### src/rtl/updown_counter_param.sv
// Parametrised up/down counter with programmable step, load/clear, and
// wrap-or-saturate boundary handling with event pulse and sticky flags.
module updown_counter_param #(
  parameter int unsigned      WIDTH    = 8,
  parameter logic [WIDTH-1:0] MAX_VAL  = '1,
  parameter bit               SATURATE = 1'b0
) (
  input  logic             clk,
  input  logic             rst,
  input  logic             clr,
  input  logic             load,
  input  logic [WIDTH-1:0] load_val,
  input  logic             en,
  input  logic             up_down,
  input  logic [WIDTH-1:0] step,
  output logic [WIDTH-1:0] count,
  output logic             at_max,
  output logic             at_zero,
  output logic             wrap,
  output logic             ovf,
  output logic             udf
);

  localparam logic [WIDTH:0]   MAX_EXT = {1'b0, MAX_VAL};
  localparam logic [WIDTH:0]   MODULUS = MAX_EXT + {{WIDTH{1'b0}}, 1'b1};
  localparam logic [WIDTH-1:0] MOD_LO  = MODULUS[WIDTH-1:0];

  logic [WIDTH-1:0] s_eff;
  logic [WIDTH-1:0] load_eff;
  logic [WIDTH:0]   up_sum;
  logic [WIDTH-1:0] up_wrap;
  logic [WIDTH-1:0] dn_sub;
  logic [WIDTH-1:0] dn_wrap;
  logic [WIDTH-1:0] count_nxt;
  logic             wrap_nxt;
  logic             ovf_nxt;
  logic             udf_nxt;

  assign s_eff    = (step > MAX_VAL) ? MAX_VAL : step;
  assign load_eff = (load_val > MAX_VAL) ? MAX_VAL : load_val;

  // The up sum keeps the carry bit so the boundary compare sees the true value;
  // the wrapped results are exact modulo 2**WIDTH because they are < MODULUS.
  assign up_sum  = {1'b0, count} + {1'b0, s_eff};
  assign up_wrap = up_sum[WIDTH-1:0] - MOD_LO;
  assign dn_sub  = count - s_eff;
  assign dn_wrap = count + MOD_LO - s_eff;

  assign at_max  = (count == MAX_VAL);
  assign at_zero = (count == '0);

  always_comb begin
    count_nxt = count;
    wrap_nxt  = 1'b0;
    ovf_nxt   = ovf;
    udf_nxt   = udf;
    if (clr) begin
      count_nxt = '0;
      ovf_nxt   = 1'b0;
      udf_nxt   = 1'b0;
    end else if (load) begin
      count_nxt = load_eff;
    end else if (en && (s_eff != '0)) begin
      if (up_down) begin
        if (up_sum <= MAX_EXT) begin
          count_nxt = up_sum[WIDTH-1:0];
        end else begin
          count_nxt = SATURATE ? MAX_VAL : up_wrap;
          wrap_nxt  = 1'b1;
          ovf_nxt   = 1'b1;
        end
      end else begin
        if (s_eff <= count) begin
          count_nxt = dn_sub;
        end else begin
          count_nxt = SATURATE ? '0 : dn_wrap;
          wrap_nxt  = 1'b1;
          udf_nxt   = 1'b1;
        end
      end
    end
  end

  always_ff @(posedge clk or posedge rst) begin
    if (rst) begin
      count <= '0;
      wrap  <= 1'b0;
      ovf   <= 1'b0;
      udf   <= 1'b0;
    end else begin
      count <= count_nxt;
      wrap  <= wrap_nxt;
      ovf   <= ovf_nxt;
      udf   <= udf_nxt;
    end
  end

endmodule

### config.mk
export PLATFORM = sky130hd
export DESIGN_NAME = updown_counter_param
export DESIGN_NICKNAME = d
export VERILOG_FILES = /design/src/rtl/updown_counter_param.sv
export SDC_FILE = /design/constraint.sdc
export NUM_CORES = 1
export LEC_CHECK = 0
export ABC_AREA = 0
export CAP_MARGIN = 10
export CORE_UTILIZATION = 50
export CTS_BUF_LIST = sky130_fd_sc_hd__clkbuf_4 sky130_fd_sc_hd__clkbuf_8
export DETAILED_ROUTE_END_ITERATION = 7
export PLACE_DENSITY_LB_ADDON = 0.25
export SETUP_SLACK_MARGIN = 0.4
export SLEW_MARGIN = 20
export SYNTH_ARGS = -nofsm -noshare
export SYNTH_HDL_FRONTEND = slang
export SYNTH_SLANG_ARGS = --single-unit
### constraint.sdc
create_clock -name clk -period 3.2 [get_ports clk]
set_clock_uncertainty 0.05 [all_clocks]
set_input_delay 0.48 -clock clk [delete_from_list [all_inputs] [get_ports clk]]
set_output_delay 0.48 -clock clk [all_outputs]
set_load 0.05 [all_outputs]
Word-level counts from Yosys, hierarchy flattened
Cells that the tools add are included.

cells by class
  $add $sub $neg = 2
  order comparisons = 4
  equal/unequal tests = 5
  muxes and demuxes = 22
  reductions and logical operators = 8

operators with widths
  operator                                                                count
  8-bit 2-to-1 mux                                                        6
  8-bit > comparator (second input constant)                              2
  1-bit 2-to-1 mux                                                        16
  8-bit by 8-bit adder with 9-bit output                                  1
  9-bit by 8-bit <= comparator with 1-bit output (second input constant)  1
  8-bit == test (second input constant)                                   1
  8-bit <= comparator                                                     1
  8-bit zero test                                                         1
  2-bit inequality test (second input constant)                           4
  4-bit AND reduction                                                     2
  8-bit nonzero test                                                      1
  8-bit subtractor                                                        1
  2-bit nonzero test                                                      2
  3-bit nonzero test                                                      1
  1-bit logical AND                                                       1

storage, ports and cells
  flip-flop bits (word level) = 11
  bits of input ports = 22
  output and inout bits = 13
  word-level logic and storage cells = 45

Depth between registers and ports, before layout
Gate-level depths: netlist of the first run.

  word-level depth = 9
  mapped depth = 9
  depth with buffers taken out = 9

Worst setup path before layout of the first run
OpenSTA, ideal clock, no wires.

  path type = register to register
  start = reg count[0]
  end = reg count[6]
  setup time = 0.069 ns
  data arrival time = 2.403 ns
  data required time = 3.081 ns
  path slack = 0.678 ns
  stages on the path, launching flop included = 10
  path buffers = 0
  clock period less this slack = 2.522 ns
  cell sequence = dfrtp_1 -> inv_1 -> ha_1 -> inv_1 -> fa_1 -> a211oi_2 -> nor2_1 -> o311a_1 -> or4_1 -> nand3_1

on the way
  longest elaborated chain between the ends = 5
  elaborated cells on any way between the ends = 6
  classes of those cells = add/sub (2); mux (4)

ends and longest elaborated chain
  item                                                                               line        source
  start: declaration                                                                 16          output logic [WIDTH-1:0] count,
  start signal: assignment                                                           91          count <= count_nxt;
  8-bit subtractor / 8-bit by 8-bit adder with 9-bit output (equally long branches)  46, 47, 44
  8-bit 2-to-1 mux *                                                                 64          if (up_down) begin
  8-bit 2-to-1 mux *                                                                 63          end else if (en && (s_eff != '0)) begin
  8-bit 2-to-1 mux *                                                                 61          end else if (load) begin
  8-bit 2-to-1 mux *                                                                 57          if (clr) begin

Every way passes the cells marked *; elsewhere a longest branch is shown, timed or not. The select of a mux whose other input is x is not followed.
A chain may end at the register's enable or synchronous reset.

Worst setup path in the final report of the first run
  start = in step[0]
  end = reg count[6]

on the way
  longest elaborated chain between the ends = 7
  elaborated cells on any way between the ends = 11
  classes of those cells = add/sub (2); order compare (1); mux (5); reduce/logical (3)

ends and longest elaborated chain
  item                                                                               line        source
  start: declaration                                                                 15          input logic [WIDTH-1:0] step,
  8-bit > comparator                                                                 39          assign s_eff = (step > MAX_VAL) ? MAX_VAL : step;
  8-bit 2-to-1 mux *                                                                 39
  8-bit subtractor / 8-bit by 8-bit adder with 9-bit output (equally long branches)  46, 47, 44
  8-bit 2-to-1 mux                                                                   64
  8-bit 2-to-1 mux                                                                   63
  8-bit 2-to-1 mux                                                                   61
  8-bit 2-to-1 mux                                                                   57

Marks and branches as above.

==> impl_results.html, run 1 <==
<table>
<tr><th>Metric</th><th>Value</th></tr>
<tr><th colspan="2">Status</th></tr>
<tr><td>Run status</td><td>complete, no violations</td></tr>
<tr><th colspan="2">Yosys</th></tr>
<tr><td>Mean area per synthesized cell</td><td>8.04 µm²</td></tr>
<tr><td>Yosys Warn Count</td><td>0</td></tr>
<tr><td>Leading cell type by number of instances after synthesis</td><td>sky130_fd_sc_hd__inv_1</td></tr>
<tr><td>Register area share after synthesis</td><td>21.3%</td></tr>
<tr><td>Cell types occupying the most area after synthesis</td><td>sky130_fd_sc_hd__dfrtp_1 21%, sky130_fd_sc_hd__ha_1 15%, sky130_fd_sc_hd__inv_1 5.5%</td></tr>
<tr><td>Gate count of the mapped netlist</td><td>approximately 160</td></tr>
<tr><td>Synthesized net count</td><td>201</td></tr>
<tr><td>Number of distinct library cells after synthesis</td><td>45</td></tr>
<tr><td>Post-synth top area share</td><td>about a fifth</td></tr>
<tr><td>Number of flops mapped to enable cells by yosys</td><td>0</td></tr>
<tr><td>Main flop type after synthesis</td><td>sky130_fd_sc_hd__dfrtp_1</td></tr>
<tr><td>Async SR Flop Fraction</td><td>100%</td></tr>
<tr><td>Area leader, netlist</td><td>sky130_fd_sc_hd__dfrtp_1</td></tr>
<tr><td>Ranking of synthesized cells by instance count</td><td>19 x sky130_fd_sc_hd__inv_1, 16 x sky130_fd_sc_hd__ha_1, 14 x sky130_fd_sc_hd__nor2_1</td></tr>
<tr><td>Register bit count reported by yosys</td><td>11</td></tr>
<tr><td>Synth Cell Area</td><td>1290 µm²</td></tr>
<tr><th colspan="2">Critical path</th></tr>
<tr><td>Number of buffer and inverter instances along the worst setup path</td><td>2</td></tr>
<tr><td>Worst EP required</td><td>~3.4 ns</td></tr>
<tr><td>CP Launch Type</td><td>input port</td></tr>
<tr><td>Kind of capture point of the worst setup path</td><td>flip-flop</td></tr>
<tr><td>Count of cells along the worst register-to-register path</td><td>9</td></tr>
<tr><td>Ordered cell list for the critical path</td><td>clkdlybuf4s50_1 &gt; ha_1 &gt; inv_1 &gt; fa_1 &gt; a211oi_2 &gt; nor2_1 &gt; o311a_1 &gt; or4_1 &gt; nand3_1</td></tr>
<tr><td>Crit path max fanout</td><td>3</td></tr>
<tr><td>WP depth</td><td>9</td></tr>
<tr><td>Data arrival time of the critical path</td><td>2.85 ns</td></tr>
<tr><td>FF-to-FF setup slack</td><td>slightly below 0.8 ns</td></tr>
<tr><td>Cell family contributing the most delay on the critical path</td><td>simple AND/OR/NAND/NOR gates</td></tr>
<tr><td>Crit path kind</td><td>in -&gt; reg</td></tr>
<tr><td>End of the worst register-to-register path</td><td>count[6]$_DFFE_PP0P_</td></tr>
<tr><td>Startpoint of the worst register-to-register path</td><td>count[0]$_DFFE_PP0P_</td></tr>
<tr><td>Slowest stage delay, CP</td><td>0.54 ns</td></tr>
<tr><td>Slowest stage cell on the critical path</td><td>sky130_fd_sc_hd__clkdlybuf4s50_1</td></tr>
<tr><th colspan="2">Clock tree</th></tr>
<tr><td>TritonCTS clock tree</td><td>yes</td></tr>
<tr><td>Number of CTS-inserted buffers</td><td>3</td></tr>
<tr><td>PostCTS Resize Cnt</td><td>0</td></tr>
<tr><td>Longest Clk Path Bufs</td><td>2</td></tr>
<tr><td>Worst skew pair latency</td><td>0.28 ns</td></tr>
<tr><td>Root buf cell</td><td>sky130_fd_sc_hd__clkbuf_4</td></tr>
<tr><td>CTS clk-pin slew, worst paths</td><td>0.08 ns</td></tr>
<tr><td>Number of H-tree branching levels</td><td>1</td></tr>
<tr><td>Hold bufs inserted after CTS</td><td>0</td></tr>
<tr><td>Setup repair bufs after CTS</td><td>0</td></tr>
<tr><td>CTS Sinks</td><td>11</td></tr>
<tr><th colspan="2">STA</th></tr>
<tr><td>Final worst path period need</td><td>2.68 ns</td></tr>
<tr><td>Number of failing setup endpoints in the final timing report</td><td>0</td></tr>
<tr><td>Total count of hold-check failures in the final report</td><td>0</td></tr>
<tr><td>Slew at the pin with the worst max-slew slack</td><td>approximately 0.62 ns</td></tr>
<tr><td>Relative slew slack</td><td>58.3%</td></tr>
<tr><td>Total negative slack for setup checks</td><td>0 ns</td></tr>
<tr><td>Worst path setup slack after routing</td><td>0.523 ns</td></tr>
<tr><td>Highest achievable clock rate</td><td>374 MHz</td></tr>
<tr><td>Tightest hold margin</td><td>0.456 ns</td></tr>
<tr><td>Period Utilization, post-route</td><td>between 80% and 90%</td></tr>
<tr><td>Number of max-slew violations in the final report</td><td>0</td></tr>
<tr><td>RSZ-0062 raised after global routing</td><td>false</td></tr>
<tr><th colspan="2">Floorplan</th></tr>
<tr><td>Vert. Die Dim</td><td>52.9 µm</td></tr>
<tr><td>Core Area</td><td>between 2000 and 2500 µm²</td></tr>
<tr><td>Initial cell density of the core</td><td>52.7%</td></tr>
<tr><td>Number of rows created at floorplan</td><td>18</td></tr>
<tr><td>DIE AREA</td><td>around 2800 µm²</td></tr>
<tr><td>DIE WIDTH</td><td>52.9 µm</td></tr>
<tr><td>I/O pin total</td><td>35</td></tr>
<tr><th colspan="2">Route</th></tr>
<tr><td>Count of routing violations after the opening detailed-route iteration</td><td>36</td></tr>
<tr><td>Number of remaining DRC errors</td><td>0</td></tr>
<tr><td>DRT antenna net count</td><td>0</td></tr>
<tr><td>Post-detailed-route via-to-cell ratio</td><td>6.07</td></tr>
<tr><td>Drt pass-1 iters</td><td>4</td></tr>
<tr><td>Final WL</td><td>3610 µm</td></tr>
<tr><td>Routed vias</td><td>1354</td></tr>
<tr><td>WL per Instance</td><td>16.2 µm</td></tr>
<tr><th colspan="2">Power</th></tr>
<tr><td>Reported leakage power</td><td>0.792 nW</td></tr>
<tr><td>Power density of the placed cells</td><td>341 nW/µm²</td></tr>
<tr><td>VDD IR max</td><td>0.324 mV</td></tr>
<tr><th colspan="2">Placement</th></tr>
<tr><td>Hpwl dp</td><td>2880 µm</td></tr>
<tr><td>Placed instance area</td><td>between 1500 and 2000 µm²</td></tr>
<tr><td>Buffers added on ports</td><td>34</td></tr>
<tr><td>Placement Setup Slack</td><td>around 0.24 ns</td></tr>
<tr><td>Final weighted congestion of routability-driven global placement</td><td>0.929</td></tr>
<tr><th colspan="2">Final layout</th></tr>
<tr><td>Growth of design area from synthesis to finish</td><td>29.2%</td></tr>
<tr><td>Post-layout nets</td><td>234</td></tr>
<tr><td>Post-route design area</td><td>1670 µm²</td></tr>
<tr><td>Count of fill cells added during filler insertion</td><td>225</td></tr>
<tr><td>Register cell area after layout</td><td>between 200 and 300 µm²</td></tr>
<tr><td>Fraction of layout instances using a drive strength above 1</td><td>roughly 5.2%</td></tr>
<tr><td>Number of diodes</td><td>0</td></tr>
<tr><td>Area of the multi-input gates</td><td>906 µm²</td></tr>
<tr><th colspan="2">GRT</th></tr>
<tr><td>Remaining Overflow, GRT</td><td>0</td></tr>
<tr><td>Initial antenna violation count</td><td>0</td></tr>
<tr><td>Number of global-route vias before repair</td><td>1312</td></tr>
<tr><td>GRT Total Usage</td><td>28.3%</td></tr>
<tr><td>First-pass GRT wire length</td><td>5750 µm</td></tr>
<tr><td>Pin count of the biggest net entering global routing</td><td>20</td></tr>
<tr><th colspan="2">Flow run</th></tr>
<tr><td>Maxcap violations</td><td>0</td></tr>
<tr><th colspan="2">Hold path</th></tr>
<tr><td>Path category of the worst min-delay check</td><td>in -&gt; async</td></tr>
</table>
## per-layer routing
| layer | global-route usage, % | vias up | share of wire [%] | wire length (µm) |
|---|---|---|---|---|
| li1 | - | 653 | - | - |
| met2 | 48.3 | 49 | 49 | 1750 |
| met5 | 0 | - | 0 | 0 |
| met1 | 35.1 | 642 | 44 | 1590 |
| met4 | 10.1 | 0 | 2.7 | 97 |
| met3 | 5.17 | 10 | 4.7 | 169 |
## cell type report
| type | instances | area share (%) |
|---|---|---|
| inverters | 20 | 4.49 |
| well taps | 30 | 2.25 |
| clock inverters | 1 | 0.299 |
| flip-flops and latches | 11 | 16.5 |
| clock buffers | 3 | 1.35 |
| multi-input cells | 123 | 54.2 |
| repair buffers | 35 | 21.0 |
## state kept, by name, indices dropped and copies added, names as in the netlist
name	flops
wrap	1
ovf	1
count	8
udf	1
## placed cells by master, fill, tap and decap left out, types with 3 or more instances in the layout
| cell type | count |
|---|---|
| sky130_fd_sc_hd__ha_1 | 16 |
| sky130_fd_sc_hd__or4_1 | 4 |
| sky130_fd_sc_hd__o22ai_1 | 3 |
| sky130_fd_sc_hd__clkdlybuf4s50_1 | 33 |
| sky130_fd_sc_hd__nor4_1 | 5 |
| sky130_fd_sc_hd__o21ai_0 | 8 |
| sky130_fd_sc_hd__a21oi_1 | 10 |
| sky130_fd_sc_hd__nor3_1 | 3 |
| sky130_fd_sc_hd__nor2b_1 | 3 |
| sky130_fd_sc_hd__clkbuf_4 | 3 |
| sky130_fd_sc_hd__a22o_1 | 3 |
| sky130_fd_sc_hd__a22oi_1 | 3 |
| sky130_fd_sc_hd__inv_1 | 19 |
| sky130_fd_sc_hd__o31ai_1 | 3 |
| sky130_fd_sc_hd__a21o_1 | 4 |
| sky130_fd_sc_hd__nand2_1 | 6 |
| sky130_fd_sc_hd__o211ai_1 | 3 |
| sky130_fd_sc_hd__nand4_1 | 3 |
| sky130_fd_sc_hd__dfrtp_1 | 11 |
| sky130_fd_sc_hd__nor2_1 | 14 |
| sky130_fd_sc_hd__nand3_1 | 4 |
## worst max path at each step
stage / to / from / slack, ns
global placement: count[6]$_DFFE_PP0P_ / step[0] / 0.32
global route: count[6]$_DFFE_PP0P_ / step[0] / 0.44
finish: count[6]$_DFFE_PP0P_ / step[0] / 0.52
floorplan: count[6]$_DFFE_PP0P_ / count[0]$_DFFE_PP0P_ / 0.68
detailed placement: count[6]$_DFFE_PP0P_ / step[0] / 0.24
CTS: at_zero / count[2]$_DFFE_PP0P_ / 0.44
## power by group
group	switching, mW	leakage [nW]	internal (mW)
clock network	0.0549	0.0177	0.0464
logic	0.173	0.629	0.123
registers	0.0218	0.146	0.151
total	0.249	0.792	0.321
## cell families after synthesis
| group | after synthesis | share of synthesized area, % |
|---|---|---|
| fa+ha+maj | 18 | 18.6 |
| flops | 11 | 21.3 |
| xor+xnor | 1 | 0.677 |
| mux | 1 | 0.774 |
| simple gates | 53 | 22.4 |
| compound gates | 50 | 27.6 |
| buf+inv | 27 | 8.70 |
## metrics by stage
stage	total power, mW	std cells	util [%]
2_1_floorplan	0.372	161	-
3_3_place_gp	0.462	219	66.9
3_5_place_dp	0.468	219	66.9
4_1_cts	0.574	223	68.0
5_1_grt	0.610	223	68.1
6_report	0.570	223	68.1
Note: power is estimated with default switching activity, not from simulation.
==> run 2, diff against run 1 <==
==> constraint.sdc (replaced) <==
create_clock -name clk -period 2.7 [get_ports clk]
set_clock_uncertainty 0.05 [all_clocks]
set_input_delay 0.405 -clock clk [delete_from_list [all_inputs] [get_ports clk]]
set_output_delay 0.405 -clock clk [all_outputs]
set_load 0.05 [all_outputs]
==> run 2 against run 1 <==
Via count increased by 6.3%. Register-to-register slack got worse by 0.33 ns. Wire length increased by 12%. Die area unchanged. Power increased by 33%. Clock-buffer cell count unchanged. Critical endpoint unchanged. Combinational power increased by 44%.
==> impl_results.html, run 2 (synthesis gave the netlist of run 1 again) <==
<table>
<tr><th>Metric</th><th>Value</th></tr>
<tr><th colspan="2">Status</th></tr>
<tr><td>Run status</td><td>complete, no violations (unchanged)</td></tr>
<tr><th colspan="2">Floorplan</th></tr>
<tr><td>DIE AREA</td><td>2790 µm² (unchanged)</td></tr>
<tr><td>I/O pin total</td><td>35 (unchanged)</td></tr>
<tr><td>DIE WIDTH</td><td>52.9 µm (unchanged)</td></tr>
<tr><td>Number of rows created at floorplan</td><td>18 (unchanged)</td></tr>
<tr><td>Core Area</td><td>2450 µm² (unchanged)</td></tr>
<tr><td>Initial cell density of the core</td><td>52.7% (unchanged)</td></tr>
<tr><td>Vert. Die Dim</td><td>52.9 µm (unchanged)</td></tr>
<tr><th colspan="2">Final layout</th></tr>
<tr><td>Number of flip-flops in the largest register</td><td>8 (unchanged)</td></tr>
<tr><td>Top library cells by usage in the layout, fill and taps aside</td><td>29 x sky130_fd_sc_hd__clkdlybuf4s50_1, 20 x sky130_fd_sc_hd__buf_4, 17 x sky130_fd_sc_hd__inv_1 (was 33 x sky130_fd_sc_hd__clkdlybuf4s50_1, 19 x sky130_fd_sc_hd__inv_1, 16 x sky130_fd_sc_hd__ha_1)</td></tr>
<tr><td>Reg with most FFs</td><td>count (unchanged)</td></tr>
<tr><td>Post-layout nets</td><td>252 (was 234)</td></tr>
<tr><td>Commonest non-fill, non-tap cell in the layout</td><td>sky130_fd_sc_hd__clkdlybuf4s50_1 (unchanged)</td></tr>
<tr><td>Fraction of layout instances using a drive strength above 1</td><td>21.8% (was 5.18%)</td></tr>
<tr><td>Number of diodes</td><td>0 (unchanged)</td></tr>
<tr><td>Growth of design area from synthesis to finish</td><td>47.7% (was 29.2%)</td></tr>
<tr><th colspan="2">Power</th></tr>
<tr><td>Reported leakage power</td><td>0.898 nW (was 0.792 nW)</td></tr>
<tr><td>Power density of the placed cells</td><td>395 nW/µm² (was 341 nW/µm²)</td></tr>
<tr><td>Net Sw Frac</td><td>42.8% (was 43.7%)</td></tr>
<tr><td>Fraction of power consumed by sequential logic</td><td>27.7% (was 30.3%)</td></tr>
<tr><td>Combinational group share of total power</td><td>56.5% (was 51.9%)</td></tr>
<tr><td>VDD IR max</td><td>0.436 mV (was 0.324 mV)</td></tr>
<tr><td>Net switching power figure</td><td>0.323 mW (was 0.249 mW)</td></tr>
<tr><td>Internal power contribution</td><td>0.432 mW (was 0.321 mW)</td></tr>
<tr><td>Clock Power Share</td><td>15.9% (was 17.8%)</td></tr>
<tr><th colspan="2">Clock tree</th></tr>
<tr><td>Number of CTS-inserted buffers</td><td>3 (unchanged)</td></tr>
<tr><td>CTS Sinks</td><td>11 (unchanged)</td></tr>
<tr><td>Longest Clk Path Bufs</td><td>2 (unchanged)</td></tr>
<tr><td>Number of H-tree branching levels</td><td>1 (unchanged)</td></tr>
<tr><td>Worst skew pair latency</td><td>0.29 ns (was 0.28 ns)</td></tr>
<tr><td>CTS clk-pin slew, worst paths</td><td>0.08 ns (about the same)</td></tr>
<tr><td>Root buf cell</td><td>sky130_fd_sc_hd__clkbuf_4 (unchanged)</td></tr>
<tr><td>TritonCTS clock tree</td><td>yes (unchanged)</td></tr>
<tr><th colspan="2">Critical path</th></tr>
<tr><td>Count of cells along the worst register-to-register path</td><td>9 (unchanged)</td></tr>
<tr><td>Crit path kind</td><td>reg -&gt; reg (was in -&gt; reg)</td></tr>
<tr><td>Worst EP required</td><td>2.88 ns (was 3.37 ns)</td></tr>
<tr><td>Data arrival time of the critical path</td><td>2.43 ns (was 2.85 ns)</td></tr>
<tr><td>Kind of capture point of the worst setup path</td><td>flip-flop (unchanged)</td></tr>
<tr><td>Crit path max fanout</td><td>2 (was 3)</td></tr>
<tr><td>CP Launch Type</td><td>flip-flop (was input port)</td></tr>
<tr><th colspan="2">STA</th></tr>
<tr><td>Relative slew slack</td><td>56.3% (was 58.3%)</td></tr>
<tr><td>Number of failing setup endpoints in the final timing report</td><td>0 (unchanged)</td></tr>
<tr><td>Slew at the pin with the worst max-slew slack</td><td>0.654 ns (was 0.623 ns)</td></tr>
<tr><td>Total negative slack for setup checks</td><td>0 ns (unchanged)</td></tr>
<tr><td>Tightest hold margin</td><td>0.361 ns (was 0.456 ns)</td></tr>
<tr><td>Total count of hold-check failures in the final report</td><td>0 (unchanged)</td></tr>
<tr><td>Number of max-slew violations in the final report</td><td>0 (unchanged)</td></tr>
<tr><td>Period Utilization, post-route</td><td>83.3%</td></tr>
<tr><td>Final worst path period need</td><td>2.25 ns</td></tr>
<tr><td>RSZ-0062 raised after global routing</td><td>true (was false)</td></tr>
<tr><td>Highest achievable clock rate</td><td>444 MHz</td></tr>
<tr><th colspan="2">Placement</th></tr>
<tr><td>Hpwl dp</td><td>3100 µm (was 2880 µm)</td></tr>
<tr><td>Buffers added on ports</td><td>34 (unchanged)</td></tr>
<tr><td>Final weighted congestion of routability-driven global placement</td><td>0.944 (was 0.929)</td></tr>
<tr><th colspan="2">Route</th></tr>
<tr><td>Number of remaining DRC errors</td><td>0 (unchanged)</td></tr>
<tr><td>Drt pass-1 iters</td><td>5 (was 4)</td></tr>
<tr><td>Post-detailed-route via-to-cell ratio</td><td>5.97 (was 6.07)</td></tr>
<tr><td>Routed vias</td><td>1439 (was 1354)</td></tr>
<tr><td>Count of routing violations after the opening detailed-route iteration</td><td>37 (was 36)</td></tr>
<tr><td>WL per Instance</td><td>16.8 µm (was 16.2 µm)</td></tr>
<tr><td>DRT antenna net count</td><td>0 (unchanged)</td></tr>
<tr><td>Final WL</td><td>4060 µm (was 3610 µm)</td></tr>
<tr><th colspan="2">Flow run</th></tr>
<tr><td>Maxcap violations</td><td>0 (unchanged)</td></tr>
<tr><th colspan="2">GRT</th></tr>
<tr><td>GRT Total Usage</td><td>30.8% (was 28.3%)</td></tr>
<tr><td>Initial antenna violation count</td><td>0 (unchanged)</td></tr>
<tr><td>Number of global-route vias before repair</td><td>1413 (was 1312)</td></tr>
<tr><td>Pin count of the biggest net entering global routing</td><td>20 (unchanged)</td></tr>
<tr><td>First-pass GRT wire length</td><td>6180 µm (was 5750 µm)</td></tr>
<tr><td>Remaining Overflow, GRT</td><td>0 (unchanged)</td></tr>
<tr><th colspan="2">Hold path</th></tr>
<tr><td>Path category of the worst min-delay check</td><td>in -&gt; async (unchanged)</td></tr>
</table>
-- run 2: changes by cell type in the layout (fill, tap and decap cells not counted), sizes merged --
cell	previous run	this run
buf	1	20
clkdlybuf4s50	33	29
dlygate4sd2	0	2
dlymetal6s2s	1	2
-- run 2: cell type report --
cell class | count | area, µm²
clock inverters | 1 | 5.00
flip-flops and latches | 11 | 277
inverters | 20 | 75.1
multi-input cells | 123 | 1010
fillers | 179 | 544
clock buffers | 3 | 22.5
repair buffers | 53 | 483
well taps | 30 | 37.5
-- run 2: what timing repair did --
action / CTS / global route
gates resized for setup: 6 / 13
pin swaps: 1 / 7
hold buffers: 0 / 0
setup buffers: 2 / 4
endpoints found under the setup margin: 5 / 4
-- run 2: power by group through the flow --
| stage | sequential [mW] | combinational (mW) | clock [mW] |
|---|---|---|---|
| floorplan | 0.253 | 0.191 | 0 |
| global placement | 0.209 | 0.369 | 0 |
| finish | 0.209 | 0.427 | 0.120 |
| CTS | 0.208 | 0.392 | 0.121 |
| detailed placement | 0.210 | 0.376 | 0 |
| global route | 0.212 | 0.460 | 0.127 |
-- run 2: stage by stage --
stage	utilization [%]	power, mW	instances	setup slack (ns)	cell area (µm²)
final	77.8	0.756	241	0.450	1910
after global routing	77.8	0.800	241	0.333	1910
after CTS	74.1	0.721	237	0.376	1820
after detailed placement	71.1	0.586	231	-0.118	1750
after global placement	71.1	0.578	231	-0.0284	1750
after floorplan	-	0.444	161	0.357	1310
-- run 2: path summary, 6_finish.rpt --
kind	start	to	slack (ns)
worst max-delay path	count[0]$_DFFE_PP0P_	count[6]$_DFFE_PP0P_	0.45
worst min-delay path	rst	count[6]$_DFFE_PP0P_	0.36
min in group clk	udf$_DFFE_PP0P_	udf$_DFFE_PP0P_	0.51
worst min register to register	udf$_DFFE_PP0P_	udf$_DFFE_PP0P_	0.51
worst max register to register	count[0]$_DFFE_PP0P_	count[6]$_DFFE_PP0P_	0.45
max in group asynchronous	rst	count[0]$_DFFE_PP0P_	1.91
-- run 2: metal layers --
layer	GRT usage (%)	vias to the layer above	share of wire [%]
met3	6.90	10	6.0
li1	-	690	-
met2	55.7	53	53
met4	13.6	0	1.3
met1	33.8	686	40
met5	0	-	0
-- run 2: critical path: stages, from the launching register on --
cell,delay (ns)
sky130_fd_sc_hd__dfrtp_2,0.41
sky130_fd_sc_hd__inv_2,0.07
sky130_fd_sc_hd__ha_4,0.12
sky130_fd_sc_hd__inv_1,0.05
sky130_fd_sc_hd__fa_2,0.34
sky130_fd_sc_hd__a211oi_2,0.23
sky130_fd_sc_hd__nor2_1,0.08
sky130_fd_sc_hd__o311a_1,0.30
sky130_fd_sc_hd__or4_1,0.46
sky130_fd_sc_hd__nand3_1,0.08
==> run 3, diff against run 2 <==
--- a/config.mk
+++ b/config.mk
@@ -7,7 +7,7 @@
 export LEC_CHECK = 0
 export ABC_AREA = 0
 export CAP_MARGIN = 10
-export CORE_UTILIZATION = 50
+export CORE_UTILIZATION = 45
 export CTS_BUF_LIST = sky130_fd_sc_hd__clkbuf_4 sky130_fd_sc_hd__clkbuf_8
 export DETAILED_ROUTE_END_ITERATION = 7
 export PLACE_DENSITY_LB_ADDON = 0.25
==> constraint.sdc (replaced) <==
create_clock -name clk -period 1.95 [get_ports clk]
set_clock_uncertainty 0.05 [all_clocks]
set_input_delay 0.2925 -clock clk [delete_from_list [all_inputs] [get_ports clk]]
set_output_delay 0.2925 -clock clk [all_outputs]
set_load 0.05 [all_outputs]
==> run 3 against run 2 <==
The flow now finishes with violations (negative setup slack). Setup slack worse by 0.87 ns. First-iteration DRC count grew to 3.6 times the previous value. Via count is 22% higher. Critical path depth is 1 higher. Maximum frequency is 5.0% lower. Register-to-register slack worse by 0.87 ns. Die area is 11% higher. Cell count is 15% higher. Non-clock buffer count is 35 higher. Largest cell class unchanged.
==> impl_results.html, run 3 (synthesis gave the netlist of run 1 again) <==
<table>
<tr><th>Metric</th><th>Value</th></tr>
<tr><th colspan="2">Final layout</th></tr>
<tr><td>Number of diodes</td><td>0 (unchanged)</td></tr>
<tr><td>Number of standard cells in the layout, taps in and fillers out</td><td>277 (was 241)</td></tr>
<tr><td>Growth of design area from synthesis to finish</td><td>85.6% (was 47.7%)</td></tr>
<tr><td>Number of flip-flops in the largest register</td><td>8 (unchanged)</td></tr>
<tr><td>Reg with most FFs</td><td>count (unchanged)</td></tr>
<tr><td>Post-layout nets</td><td>287 (was 252)</td></tr>
<tr><td>Count of fill cells added during filler insertion</td><td>129 (was 179)</td></tr>
<tr><td>Fraction of layout instances using a drive strength above 1</td><td>46.7% (was 21.8%)</td></tr>
<tr><td>Top library cells by usage in the layout, fill and taps aside</td><td>46 x sky130_fd_sc_hd__buf_4, 16 x sky130_fd_sc_hd__inv_1, 14 x sky130_fd_sc_hd__clkdlybuf4s50_1 (was 29 x sky130_fd_sc_hd__clkdlybuf4s50_1, 20 x sky130_fd_sc_hd__buf_4, 17 x sky130_fd_sc_hd__inv_1)</td></tr>
<tr><td>Commonest non-fill, non-tap cell in the layout</td><td>sky130_fd_sc_hd__buf_4 (was sky130_fd_sc_hd__clkdlybuf4s50_1)</td></tr>
<tr><th colspan="2">GRT</th></tr>
<tr><td>Remaining Overflow, GRT</td><td>0 (unchanged)</td></tr>
<tr><td>GRT Total Usage</td><td>33.6% (was 30.8%)</td></tr>
<tr><td>Initial antenna violation count</td><td>0 (unchanged)</td></tr>
<tr><td>Number of global-route vias before repair</td><td>1677 (was 1413)</td></tr>
<tr><td>First-pass GRT wire length</td><td>8040 µm (was 6180 µm)</td></tr>
<tr><td>Pin count of the biggest net entering global routing</td><td>20 (unchanged)</td></tr>
<tr><th colspan="2">Route</th></tr>
<tr><td>Final WL</td><td>5680 µm (was 4060 µm)</td></tr>
<tr><td>DRT antenna net count</td><td>0 (unchanged)</td></tr>
<tr><td>Drt pass-1 iters</td><td>5 (unchanged)</td></tr>
<tr><td>Number of remaining DRC errors</td><td>0 (unchanged)</td></tr>
<tr><td>Routed vias</td><td>1754 (was 1439)</td></tr>
<tr><td>Post-detailed-route via-to-cell ratio</td><td>6.33 (was 5.97)</td></tr>
<tr><td>Count of routing violations after the opening detailed-route iteration</td><td>132 (was 37)</td></tr>
<tr><td>WL per Instance</td><td>20.5 µm (was 16.8 µm)</td></tr>
<tr><th colspan="2">Critical path</th></tr>
<tr><td>End of the worst register-to-register path</td><td>count[4]$_DFFE_PP0P_ (was count[6]$_DFFE_PP0P_)</td></tr>
<tr><td>Crit path max fanout</td><td>4 (was 2)</td></tr>
<tr><td>FF-to-FF setup slack</td><td>-0.42 ns (was 0.45 ns)</td></tr>
<tr><td>Worst EP required</td><td>2.08 ns (was 2.88 ns)</td></tr>
<tr><td>Kind of capture point of the worst setup path</td><td>flip-flop (unchanged)</td></tr>
<tr><td>Crit path kind</td><td>reg -&gt; reg (unchanged)</td></tr>
<tr><td>Count of cells along the worst register-to-register path</td><td>10 (was 9)</td></tr>
<tr><td>Data arrival time of the critical path</td><td>2.49 ns (was 2.43 ns)</td></tr>
<tr><td>Startpoint of the worst register-to-register path</td><td>count[0]$_DFFE_PP0P_ (unchanged)</td></tr>
<tr><td>CP Launch Type</td><td>flip-flop (unchanged)</td></tr>
<tr><th colspan="2">Floorplan</th></tr>
<tr><td>Core Area</td><td>2730 µm² (was 2450 µm²)</td></tr>
<tr><td>Vert. Die Dim</td><td>55.6 µm (was 52.9 µm)</td></tr>
<tr><td>Number of rows created at floorplan</td><td>19 (was 18)</td></tr>
<tr><td>DIE AREA</td><td>3090 µm² (was 2790 µm²)</td></tr>
<tr><td>DIE WIDTH</td><td>55.6 µm (was 52.9 µm)</td></tr>
<tr><td>I/O pin total</td><td>35 (unchanged)</td></tr>
<tr><td>Initial cell density of the core</td><td>47.3% (was 52.7%)</td></tr>
<tr><th colspan="2">Clock tree</th></tr>
<tr><td>Root buf cell</td><td>sky130_fd_sc_hd__clkbuf_4 (unchanged)</td></tr>
<tr><td>CTS Sinks</td><td>11 (unchanged)</td></tr>
<tr><td>Worst skew pair latency</td><td>0.29 ns (about the same)</td></tr>
<tr><td>Number of H-tree branching levels</td><td>1 (unchanged)</td></tr>
<tr><td>TritonCTS clock tree</td><td>yes (unchanged)</td></tr>
<tr><td>Longest Clk Path Bufs</td><td>2 (unchanged)</td></tr>
<tr><td>CTS clk-pin slew, worst paths</td><td>0.09 ns (was 0.08 ns)</td></tr>
<tr><td>Number of CTS-inserted buffers</td><td>3 (unchanged)</td></tr>
<tr><th colspan="2">Placement</th></tr>
<tr><td>Buffers added on ports</td><td>34 (unchanged)</td></tr>
<tr><td>Cell count after placement</td><td>258 (was 231)</td></tr>
<tr><td>Placement Setup Slack</td><td>-0.696 ns (was -0.118 ns)</td></tr>
<tr><td>Final weighted congestion of routability-driven global placement</td><td>0.846 (was 0.944)</td></tr>
<tr><td>Hpwl dp</td><td>3400 µm (was 3100 µm)</td></tr>
<tr><th colspan="2">STA</th></tr>
<tr><td>Relative slew slack</td><td>66.7% (was 56.3%)</td></tr>
<tr><td>RSZ-0062 raised after global routing</td><td>true (unchanged)</td></tr>
<tr><td>Number of max-slew violations in the final report</td><td>0 (unchanged)</td></tr>
<tr><td>Period Utilization, post-route</td><td>121% (was 83.3%)</td></tr>
<tr><td>Total negative slack for setup checks</td><td>-2.26 ns (was 0 ns)</td></tr>
<tr><td>Number of failing setup endpoints in the final timing report</td><td>11 (was 0)</td></tr>
<tr><td>Slew at the pin with the worst max-slew slack</td><td>0.502 ns (was 0.654 ns)</td></tr>
<tr><td>Highest achievable clock rate</td><td>422 MHz (was 444 MHz)</td></tr>
<tr><td>Worst path setup slack after routing</td><td>-0.418 ns (was 0.450 ns)</td></tr>
<tr><td>Total count of hold-check failures in the final report</td><td>0 (unchanged)</td></tr>
<tr><td>Tightest hold margin</td><td>0.278 ns (was 0.361 ns)</td></tr>
<tr><td>Final worst path period need</td><td>2.37 ns (was 2.25 ns)</td></tr>
<tr><th colspan="2">Hold path</th></tr>
<tr><td>Path category of the worst min-delay check</td><td>in -&gt; async (unchanged)</td></tr>
<tr><th colspan="2">Flow run</th></tr>
<tr><td>Maxcap violations</td><td>0 (unchanged)</td></tr>
<tr><th colspan="2">Power</th></tr>
<tr><td>Power density of the placed cells</td><td>543 nW/µm² (was 395 nW/µm²)</td></tr>
<tr><td>VDD IR max</td><td>0.627 mV (was 0.436 mV)</td></tr>
<tr><td>Reported leakage power</td><td>1.14 nW (was 0.898 nW)</td></tr>
<tr><th colspan="2">Status</th></tr>
<tr><td>Run status</td><td>complete, but fails checks (was complete, no violations)</td></tr>
<tr><td>Violations in the final reports</td><td>negative setup slack</td></tr>
</table>
[run 3: changes by cell type in the layout (fill, tap and decap cells not counted), sizes merged]
cell and change:
clkinv -1, buf +44, dlymetal6s2s -2, dlygate4sd2 +8, clkbuf +1, clkdlybuf4s50 -15
[run 3: worst max-delay path by stage]
stage | startpoint | to
4_1_cts | count[0]$_DFFE_PP0P_ | count[6]$_DFFE_PP0P_
5_1_grt | count[0]$_DFFE_PP0P_ | count[4]$_DFFE_PP0P_
6_report | count[0]$_DFFE_PP0P_ | count[4]$_DFFE_PP0P_
2_1_floorplan | count[0]$_DFFE_PP0P_ | count[6]$_DFFE_PP0P_
3_3_place_gp | step[0] | count[6]$_DFFE_PP0P_
3_5_place_dp | step[0] | count[6]$_DFFE_PP0P_
[run 3: through the flow]
step / power (mW) / instance area, µm² / utilization, %
global route: 1.34 / 2400 / 87.8
floorplan: 0.636 / 1360 / -
finish: 1.30 / 2400 / 87.8
detailed placement: 0.914 / 2010 / 73.5
CTS: 1.17 / 2250 / 82.4
global placement: 0.888 / 2010 / 73.5
[run 3: cell type report]
type,instances,area [µm²],share of cell area [%]
Tap cell,31,38.8,1.62
Inverter,20,75.1,3.13
Sequential cell,11,284,11.8
Multi-Input combinational cell,123,1160,48.5
Clock buffer,4,30.0,1.25
Timing Repair Buffer,88,810,33.7
[run 3: critical path, cell delays in order, from the launching register on]
cell                       delay, ns
sky130_fd_sc_hd__dfrtp_2        0.43
sky130_fd_sc_hd__buf_4          0.14
sky130_fd_sc_hd__buf_6          0.10
sky130_fd_sc_hd__buf_6          0.13
sky130_fd_sc_hd__ha_4           0.17
sky130_fd_sc_hd__fa_2           0.37
sky130_fd_sc_hd__nand2b_4       0.10
sky130_fd_sc_hd__a21oi_1        0.09
sky130_fd_sc_hd__nor3b_2        0.23
sky130_fd_sc_hd__nor4_1         0.11
sky130_fd_sc_hd__or3_1          0.32
[run 3: what timing repair did]
action,CTS,global route
gates resized for setup,43,23
endpoints found under the setup margin,16,16
pin swaps,15,17
hold buffers,0,0
setup buffers,10,5
[run 3: where the power goes]
part,internal [mW],leakage [nW],switching (mW)
registers,0.251,0.139,0.0317
clock network,0.0937,0.0184,0.106
logic,0.400,0.983,0.422
[run 3: per-layer routing]
metal	global-route usage, %	share of wire [%]	wire length [µm]
met3	5.35	7.9	447
met2	59.2	49	2810
met5	0	0	0
met1	40.9	39	2210
met4	12.9	3.9	224
